==> src/rtl/serial_adder.sv <==
// rtl/serial_adder.sv - bit-serial WIDTH-bit adder, LSB-first, valid/ready in and out
// Optional subtract path (A-B via ~B and carry-in 1) enabled by SERIAL_ADDER_SUB_EN.
module serial_adder #(
  parameter int WIDTH = 8
) (
  input  logic             clk,
  input  logic             rst_n,
  input  logic             in_valid,
  output logic             in_ready,
  input  logic [WIDTH-1:0] A,
  input  logic [WIDTH-1:0] B,
  input  logic             CarryIn,
`ifdef SERIAL_ADDER_SUB_EN
  input  logic             Sub,
`endif
  output logic             out_valid,
  input  logic             out_ready,
  output logic [WIDTH-1:0] Sum,
  output logic             CarryOut,
  output logic             Busy
);

  localparam int CW = (WIDTH > 2) ? $clog2(WIDTH) : 1;
  localparam logic [CW-1:0] LAST = CW'(WIDTH - 1);

  typedef enum logic [1:0] {
    IDLE  = 2'd0,
    SHIFT = 2'd1,
    DONE  = 2'd2
  } state_t;

  state_t           state_q, state_d;
  logic [WIDTH-1:0] ra_q, ra_d;
  logic [WIDTH-1:0] rb_q, rb_d;
  logic [WIDTH-1:0] sum_q, sum_d;
  logic             c_q, c_d;
  logic [CW-1:0]    cnt_q, cnt_d;

  // Two half-adder slices: operand bits first, then the registered carry.
  logic ha0_s, ha0_c, ha1_s, ha1_c;
  assign ha0_s = ra_q[0] ^ rb_q[0];
  assign ha0_c = ra_q[0] & rb_q[0];
  assign ha1_s = ha0_s ^ c_q;
  assign ha1_c = ha0_s & c_q;

  logic [WIDTH-1:0] rb_load;
  logic             c_load;
`ifdef SERIAL_ADDER_SUB_EN
  assign rb_load = Sub ? ~B : B;
  assign c_load  = Sub ? 1'b1 : CarryIn;
`else
  assign rb_load = B;
  assign c_load  = CarryIn;
`endif

  always_comb begin
    state_d = state_q;
    ra_d    = ra_q;
    rb_d    = rb_q;
    sum_d   = sum_q;
    c_d     = c_q;
    cnt_d   = cnt_q;
    case (state_q)
      IDLE: begin
        if (in_valid) begin
          ra_d    = A;
          rb_d    = rb_load;
          c_d     = c_load;
          cnt_d   = '0;
          state_d = SHIFT;
        end
      end
      SHIFT: begin
        ra_d  = {1'b0, ra_q[WIDTH-1:1]};
        rb_d  = {1'b0, rb_q[WIDTH-1:1]};
        sum_d = {ha1_s, sum_q[WIDTH-1:1]};
        c_d   = ha0_c | ha1_c;
        // Counter holds at LAST on the final edge so it never wraps.
        if (cnt_q == LAST) begin
          state_d = DONE;
        end else begin
          cnt_d = cnt_q + CW'(1);
        end
      end
      DONE: begin
        if (out_ready) begin
          state_d = IDLE;
        end
      end
      default: state_d = IDLE;
    endcase
  end

  always_ff @(posedge clk or negedge rst_n) begin
    if (!rst_n) begin
      state_q <= IDLE;
      ra_q    <= '0;
      rb_q    <= '0;
      sum_q   <= '0;
      c_q     <= 1'b0;
      cnt_q   <= '0;
    end else begin
      state_q <= state_d;
      ra_q    <= ra_d;
      rb_q    <= rb_d;
      sum_q   <= sum_d;
      c_q     <= c_d;
      cnt_q   <= cnt_d;
    end
  end

  assign in_ready  = (state_q == IDLE);
  assign out_valid = (state_q == DONE);
  assign Busy      = (state_q == SHIFT);
  assign Sum       = sum_q;
  assign CarryOut  = c_q;

endmodule

==> config.mk <==
export PLATFORM = sky130hd
export DESIGN_NAME = serial_adder
export DESIGN_NICKNAME = d
export VERILOG_FILES = /design/src/rtl/serial_adder.sv
export SDC_FILE = /design/constraint.sdc
export NUM_CORES = 1
export LEC_CHECK = 0
export CAP_MARGIN = 10
export CORE_AREA = 2 2 56 69
export DETAILED_ROUTE_END_ITERATION = 7
export DIE_AREA = 0 0 58 71
export PLACE_DENSITY = 0.73
export SYNTH_ARGS = -nofsm -noshare
export SYNTH_HDL_FRONTEND = slang
export SYNTH_SLANG_ARGS = --single-unit
export TNS_END_PERCENT = 30
==> constraint.sdc <==
create_clock -name clk -period 1.55 [get_ports clk]
set_input_delay 0.2325 -clock clk [delete_from_list [all_inputs] [get_ports clk]]
set_output_delay 0.2325 -clock clk [all_outputs]
set_load 0.05 [all_outputs]
-- After elaboration in Yosys (flattened, before gate mapping)
Cells that the tools add are included.
- add/sub/neg operators: 1
- equality and inequality tests: 7
- muxes and demuxes: 13
- bitwise logic cells: 5
- reductions and logical operators: 5
- operators by type and width (cell ; number):
    case mux 8 bit (2 select lines) ; 2
    2-to-1 mux 8 bit ; 2
    2-to-1 mux 2 bit ; 3
    2-to-1 mux 3 bit ; 2
    case mux 2 bit (3 select lines) ; 1
    case mux 3 bit (2 select lines) ; 1
    AND reduction 3 bit ; 2
    inequality test 2 x 1 -> 1 bit (second input constant) ; 2
    inequality test 2 bit (second input constant) ; 2
    adder 3 x 1 -> 3 bit (second input constant) ; 1
    equality test 3 bit (second input constant) ; 1
    AND 1 bit ; 2
    equality test 2 x 1 -> 1 bit (second input constant) ; 1
    equality test 2 bit (second input constant) ; 1
    logical NOT 2 bit ; 1
    case mux 1 bit (2 select lines) ; 1
    AND reduction 2 bit ; 1
    nonzero test 2 bit ; 1
    bitwise XOR 1 bit ; 2
    2-to-1 mux 1 bit ; 1
    bitwise OR 1 bit ; 1
- register bits: 30
- bits of input ports: 21
- output and inout port bits: 12

-- Depth between registers and ports, before layout
Gate-level depths: netlist of run 1.
- depth in word-level cells: 4
- gate-level depth with buffers: 6
- mapped depth without buffers: 4

-- Worst setup path before layout of run 1
OpenSTA, ideal clock, no wires.
- kind: register to register
- start point: reg state_q[1]
- end point: reg rb_q[7]
- setup time: 0.070 ns
- data arrival time: 1.644 ns
- data required time: 1.480 ns
- slack: -0.163 ns
- cell stages (with the launch flop): 5
- buffers on the path: 2
- clock period less this slack: 1.713 ns
- path through: dfrtp_1 -> buf_2 -> buf_2 -> nor2_1 -> a32o_1
- word-level cells in the longest chain between the ends: 3
- ends and longest elaborated chain (what ; line ; source):
    start: declaration ; 32 ; state_t state_q, state_d;
    start signal: assignment ; 103 ; state_q <= state_d;
    logical NOT 2 bit (*) ; -- ;
    via in_ready ; 9 ; output logic in_ready,
    inequality test 2 bit (no line) or nonzero test 2 bit (tied branches) ; -- ;
    AND reduction 2 bit (no line) ; -- ;
    end signal: assignment ; 105 ; rb_q <= rb_d;
    end: declaration ; 34 ; logic [WIDTH-1:0] rb_q, rb_d;
Mark *: on every way through the listed nets, which the timed path passes. The rest lies on a longest branch.
A chain may end at the register's enable or synchronous reset.

-- Worst setup path after layout of run 1
- start point: reg state_q[1]
- end point: out in_ready
- word-level cells in the longest chain between the ends: 1
- ends and longest elaborated chain (what ; line ; source):
    logical NOT 2 bit ; 112 ; assign in_ready = (state_q == IDLE);
    end: declaration ; 9 ;
Every way passes these cells.

==> impl_metrics.tcl, run 1 <==
set metrics [dict create \
    dr_total_vias 1123 \
    die_h_um 71 \
    syn_area_um2 1500 \
    critPathLaunch "state_q[1]" \
    max_stage_delay_ns 0.50 \
    ys_async_sr_fraction_pct 100 \
    syn2layout_area_growth_pct 33.4 \
    crit_slowest_cell "dfrtp_2" \
    drt_wl_total_mm 3.07 \
    total_power_uw 4230 \
    layout-drive-gt1-share_pct 30.6 \
    period_minus_slack_ns 1.49 \
    maxCapViolations 0 \
    place_worst_setup_slack_ns -0.0690 \
    h-tree-depth 2 \
    firstDrtPassIters 4 \
    hp-class "input pin to async pin" \
    ant_nets 0 \
    crit_chain "buf_12 > nor2_4 > buf_12" \
    powerDensity_nw_per_um2 2120 \
    clk_path_buf_depth 2 \
    first_global_vias 1129 \
    ys_seq_area_share_pct 50.2 \
    slew-limit-headroom_pct 74.7 \
    status "completed" \
    synth_enable_flop_cells 0 \
    tightest_slew_ns 0.380 \
    min_period_over_period_pct 95.9 \
    drt_iter0_drc 34 \
    die_w_um 58 \
    cts_made_buffers 5 \
    finalSetupViolCount 0 \
    setup_ws_ns 0.0630 \
    coreArea_um2 3480 \
    row_count 24 \
    r2r_cells 4 \
    avgViaCountPerCell 5.64 \
    grt_pass1_wl_mm 5.14 \
    synth_cell_types 28 \
    critical_path_class "register to output port" \
    hpwl_mm 2.18 \
    post_drt_wl_per_cell_um 15.4 \
    synth_fp_nets 149 \
    crit_top_cell "buf_12" \
    setup_tns_ns 0 \
    gr-total-overflow 0 \
    antenna_found_initial 0 \
    final_max_slew_viol_count 0 \
    reg2reg_from "cnt_q[0]" \
    fmax_mhz 672 \
    cp.required_ns 1.32 \
    finalHoldViolCount 0 \
    cp-start-kind "register" \
    post-route-util_pct 57.3 \
    post_cts_buffers 0 \
    cts_num_sinks 30 \
    grt_use_total_pct 16.6 \
    gp_congestion 0.701 \
    final_common_cell "dfrtp_1" \
    drc 0 \
    synth_area_per_cell_um2 12.0 \
    initial_core_util_pct 43.0 \
    synthCells 125 \
    cts_root_buf "clkbuf_8" \
    cp_top_family "flip-flops" \
    synth_warnings 0 \
    clk_pin_slew_ns 0.06 \
    diodes 0 \
    worstPathMaxFanout 17 \
    crit_arrival_ns 1.25 \
    timing.rr.end "cnt_q[0]" \
    rsz0062_at_grt "true" \
    grt_max_degree 37 \
    ir_drop_mv 1.82 \
    ctsHoldBuffers 0 \
    p_leak_uw 0.000839 \
    rrSetupSlack_ns 0.15 \
    io_pins 33 \
    layout_common_cells "29 x dfrtp_1, 20 x clkdlybuf4s50_1, 13 x buf_4, 11 x inv_1" \
    nets 183 \
    clock_latency_ns 0.29 \
    endpoint_kind "output port" \
    fp.dieArea_um2 4120 \
    tritoncts "done" \
    fin_skew_ns 0.00692 \
    ys_ff_latch 30 \
    path_buf_inv 2 \
    port_buffers 32 \
    synth_ff_type "dfrtp_1" \
]
## where the power goes
part	internal [uW]	switching [uW]
logic	997	1160
clock network	357	287
registers	1160	267
total	2520	1720
## cell families after synthesis
kind of cell / count (synthesis) / synth area share (%)
AOI/OAI and AO/OA: 24 / 15.0
muxes: 8 / 6.02
buffers and inverters: 24 / 7.69
DFF: 30 / 50.2
and+or+nand+nor: 36 / 18.1
adders and majority gates: 3 / 3.01
## final cells by class
class / instances / area (um2)
timing repair buffer: 39 / 418
multi-input combinational: 71 / 641
inverter: 12 / 45.0
sequential: 30 / 752
tap: 39 / 48.8
clock buffer: 7 / 86.3
fill: 308 / 1490
clock inverter: 1 / 5.00
## registers in the layout, summed over array words and instances, names as in the netlist
name	count
cnt_q	3
CarryOut	1
state_q	2
Sum	8
rb_q	8
ra_q	8
## metrics by stage
| stage | std cells | hold slack [ns] | instance area [um2] |
|---|---|---|---|
| finish | 199 | 0.336 | 2000 |
| global route | 199 | 0.375 | 2000 |
| CTS | 199 | 0.350 | 1990 |
| detailed placement | 191 | 0.509 | 1900 |
| global placement | 191 | 0.493 | 1900 |
| floorplan | 125 | -0.0631 | 1500 |
## cell usage after synthesis, drive strengths merged (2+ instances only)
cell / n / share of area (%)
nand2b: 4 / 1.7
ha: 2 / 1.7
nor3b: 8 / 4.0
dfrtp: 30 / 50
clkbuf: 4 / 1.0
a211oi: 7 / 3.5
inv: 12 / 3.0
nor4b: 7 / 4.1
or4b: 8 / 5.4
nand3: 3 / 1.0
o221ai: 3 / 1.8
o221a: 8 / 6.0
nand2: 2 / 0.50
buf: 8 / 3.7
mux2: 8 / 6.0
## worst max-delay path by stage
| stage | to | slack [ns] | cells after the start |
|---|---|---|---|
| 2_1_floorplan | state_q[1] | -0.16 | 4 |
| 3_3_place_gp | CarryOut | -0.04 | 3 |
| 3_5_place_dp | rb_q[0] | -0.07 | 4 |
| 4_1_cts | out_valid | 0.001 | 3 |
| 5_1_grt | in_ready | -0.008 | 3 |
| 6_report | in_ready | 0.06 | 3 |
## routing by layer
| layer | GRT usage [%] | vias to the layer above | part of all wire, % |
|---|---|---|---|
| li1 | - | 530 | - |
| met1 | 19.0 | 547 | 42 |
| met2 | 27.1 | 39 | 49 |
| met3 | 4.75 | 7 | 6.9 |
| met4 | 10.1 | 0 | 2.6 |
| met5 | 0 | - | 0 |
## timing repair
action                                  4_1_cts  5_1_grt
gates resized for setup                       2        2
endpoints found under the setup margin        3        3
pin swaps                                     0        1
Power figures use the tool's default switching activity.
==> inputs of run 2 (changes only) <==
==> constraint.sdc (replaced) <==
create_clock -name clk -period 1.55 [get_ports clk]
set_input_delay 0.2325 -clock clk [delete_from_list [all_inputs] [get_ports clk]]
set_output_delay 0.2325 -clock clk [all_outputs]
set_load 0.1 [all_outputs]
==> run 2 against run 1 <==
Effect of this change: sequential power increased by 3%; sequential share of layout area decreased by 2.1 points; first-iteration DRC count rose by 24%; critical endpoint unchanged; critical path depth stayed put; critical path type unchanged.
==> impl_metrics.tcl, run 2 (synthesized netlist as in run 1, its figures left out) <==
set metrics [dict create \
    status "completed" \
    initial_core_util_pct 43.0 \
    multiInputGateArea_um2 641 \
    drc 0 \
    dr_total_vias 1117 \
    use_met2_pct 27.0 \
    seq_area_um2 753 \
    cts_num_sinks 30 \
    syn2layout_area_growth_pct 41.6 \
    period_minus_slack_ns 1.48 \
    setup_tns_ns 0 \
    tightest_slew_ns 0.375 \
    post_drt_wl_per_cell_um 14.6 \
    swShare_pct 44.4 \
    diodes 0 \
    powerDensity_nw_per_um2 2450 \
    grt_pass1_wl_mm 5.19 \
    clock_latency_ns 0.27 \
    cts_root_buf "clkbuf_8" \
    die_w_um 58 \
    p_sw_uw 2300 \
    crit_arrival_ns 1.25 \
    cp.required_ns 1.32 \
    hpwl_mm 2.17 \
    ir_drop_mv 2.16 \
    p_clk_share_pct 13.8 \
    total_power_uw 5190 \
    die_h_um 71 \
    layout_common_cells "28 x dfrtp_1, 20 x clkdlybuf4s50_1, 13 x buf_12, 11 x inv_1" \
    p_leak_uw 0.000893 \
    grt-busiest-layer "met2" \
    firstDrtPassIters 4 \
    cts_made_buffers 5 \
    rsz0062_at_grt "false" \
    final_max_slew_viol_count 0 \
    worstPathMaxFanout 17 \
    clk_path_buf_depth 2 \
    antenna_found_initial 0 \
    ctsHoldBuffers 0 \
    tritoncts "done" \
    combPwrFrac_pct 57.6 \
    finalHoldViolCount 0 \
    fin_hold_ws_ns 0.345 \
    clk_pin_slew_ns 0.06 \
    port_buffers 32 \
    final_common_cell "dfrtp_1" \
    min_period_over_period_pct 95.4 \
    slew-limit-headroom_pct 75.0 \
    first_global_vias 1120 \
    r2r_cells 4 \
    seq_power_share_pct 28.6 \
    gp_congestion 0.690 \
    p_int_uw 2880 \
    fp.dieArea_um2 4120 \
    ant_nets 0 \
    coreArea_um2 3480 \
    nets 185 \
    hp-class "input pin to async pin" \
    fmax_mhz 676 \
    nFillCells 307 \
    h-tree-depth 2 \
    row_count 24 \
    grt_max_degree 31 \
    maxCapViolations 0 \
    critical_path_class "register to output port" \
    avgViaCountPerCell 5.56 \
    finalSetupViolCount 0 \
    drt_wl_total_mm 2.93 \
    drt_iter0_drc 42 \
    io_pins 33 \
    cp-start-kind "register" \
    endpoint_kind "output port" \
    layout-drive-gt1-share_pct 32.7 \
    gr-total-overflow 0 \
    fin_skew_ns 0.00309 \
    grt_use_total_pct 16.2 \
    use_met1_pct 20.6 \
    grt_use_met3_pct 4.57 \
]
-- run 2: path summary, 6_finish.rpt --
kind,start,endpoint,slack (ns)
setup / recovery,state_q[1],in_ready,0.07
hold / removal,rst_n,Sum[5],0.34
setup reg to reg,state_q[0],Sum[1],0.14
hold reg to reg,state_q[1],state_q[0],0.49
max in group asynchronous,rst_n,state_q[1],0.90
min in group clk,state_q[1],state_q[0],0.49
-- run 2: critical path: stages (launching register included) --
cell	delay (ns)
dfrtp_2	0.43
buf_4	0.20
nor2_4	0.15
buf_12	0.19
-- run 2: metal layers --
layer  share of wire, %  routed length (um)
met5                  0                   0
met4               0.68                  20
met3                6.3                 186
met2                 50                1480
met1                 43                1250
-- run 2: stage by stage --
stage	std cells	setup WS, ns	utilization [%]	instance area [um2]
final	201	0.0710	60.8	2120
after global routing	201	0.0119	60.8	2120
after CTS	201	0.0285	60.8	2120
after detailed placement	192	-0.0853	57.4	2000
after global placement	192	-0.0345	57.4	2000
after floorplan	125	-0.293	-	1510
-- run 2: cell type report --
| type | instances | area share [%] |
|---|---|---|
| sequential | 30 | 35.6 |
| inverter | 12 | 2.13 |
| multi-input combinational | 71 | 30.2 |
| tap | 39 | 2.30 |
| timing repair buffer | 41 | 24.6 |
| clock buffer | 8 | 5.20 |
-- run 2: timing repair --
| action | 4_1_cts | 5_1_grt |
|---|---|---|
| endpoints found under the setup margin | 2 | 2 |
| pin swaps | 0 | 1 |
| resized for setup | 1 | 1 |
| buffers inserted | 1 | 0 |
-- run 2: power by group through the flow --
stage               sequential, uW  clock (uW)  combinational, uW
finish                        1480         717               2990
global route                  1540         781               3160
CTS                           1480         744               3020
detailed placement            1500           0               2990
global placement              1480           0               2930
floorplan                     2210           0               1280
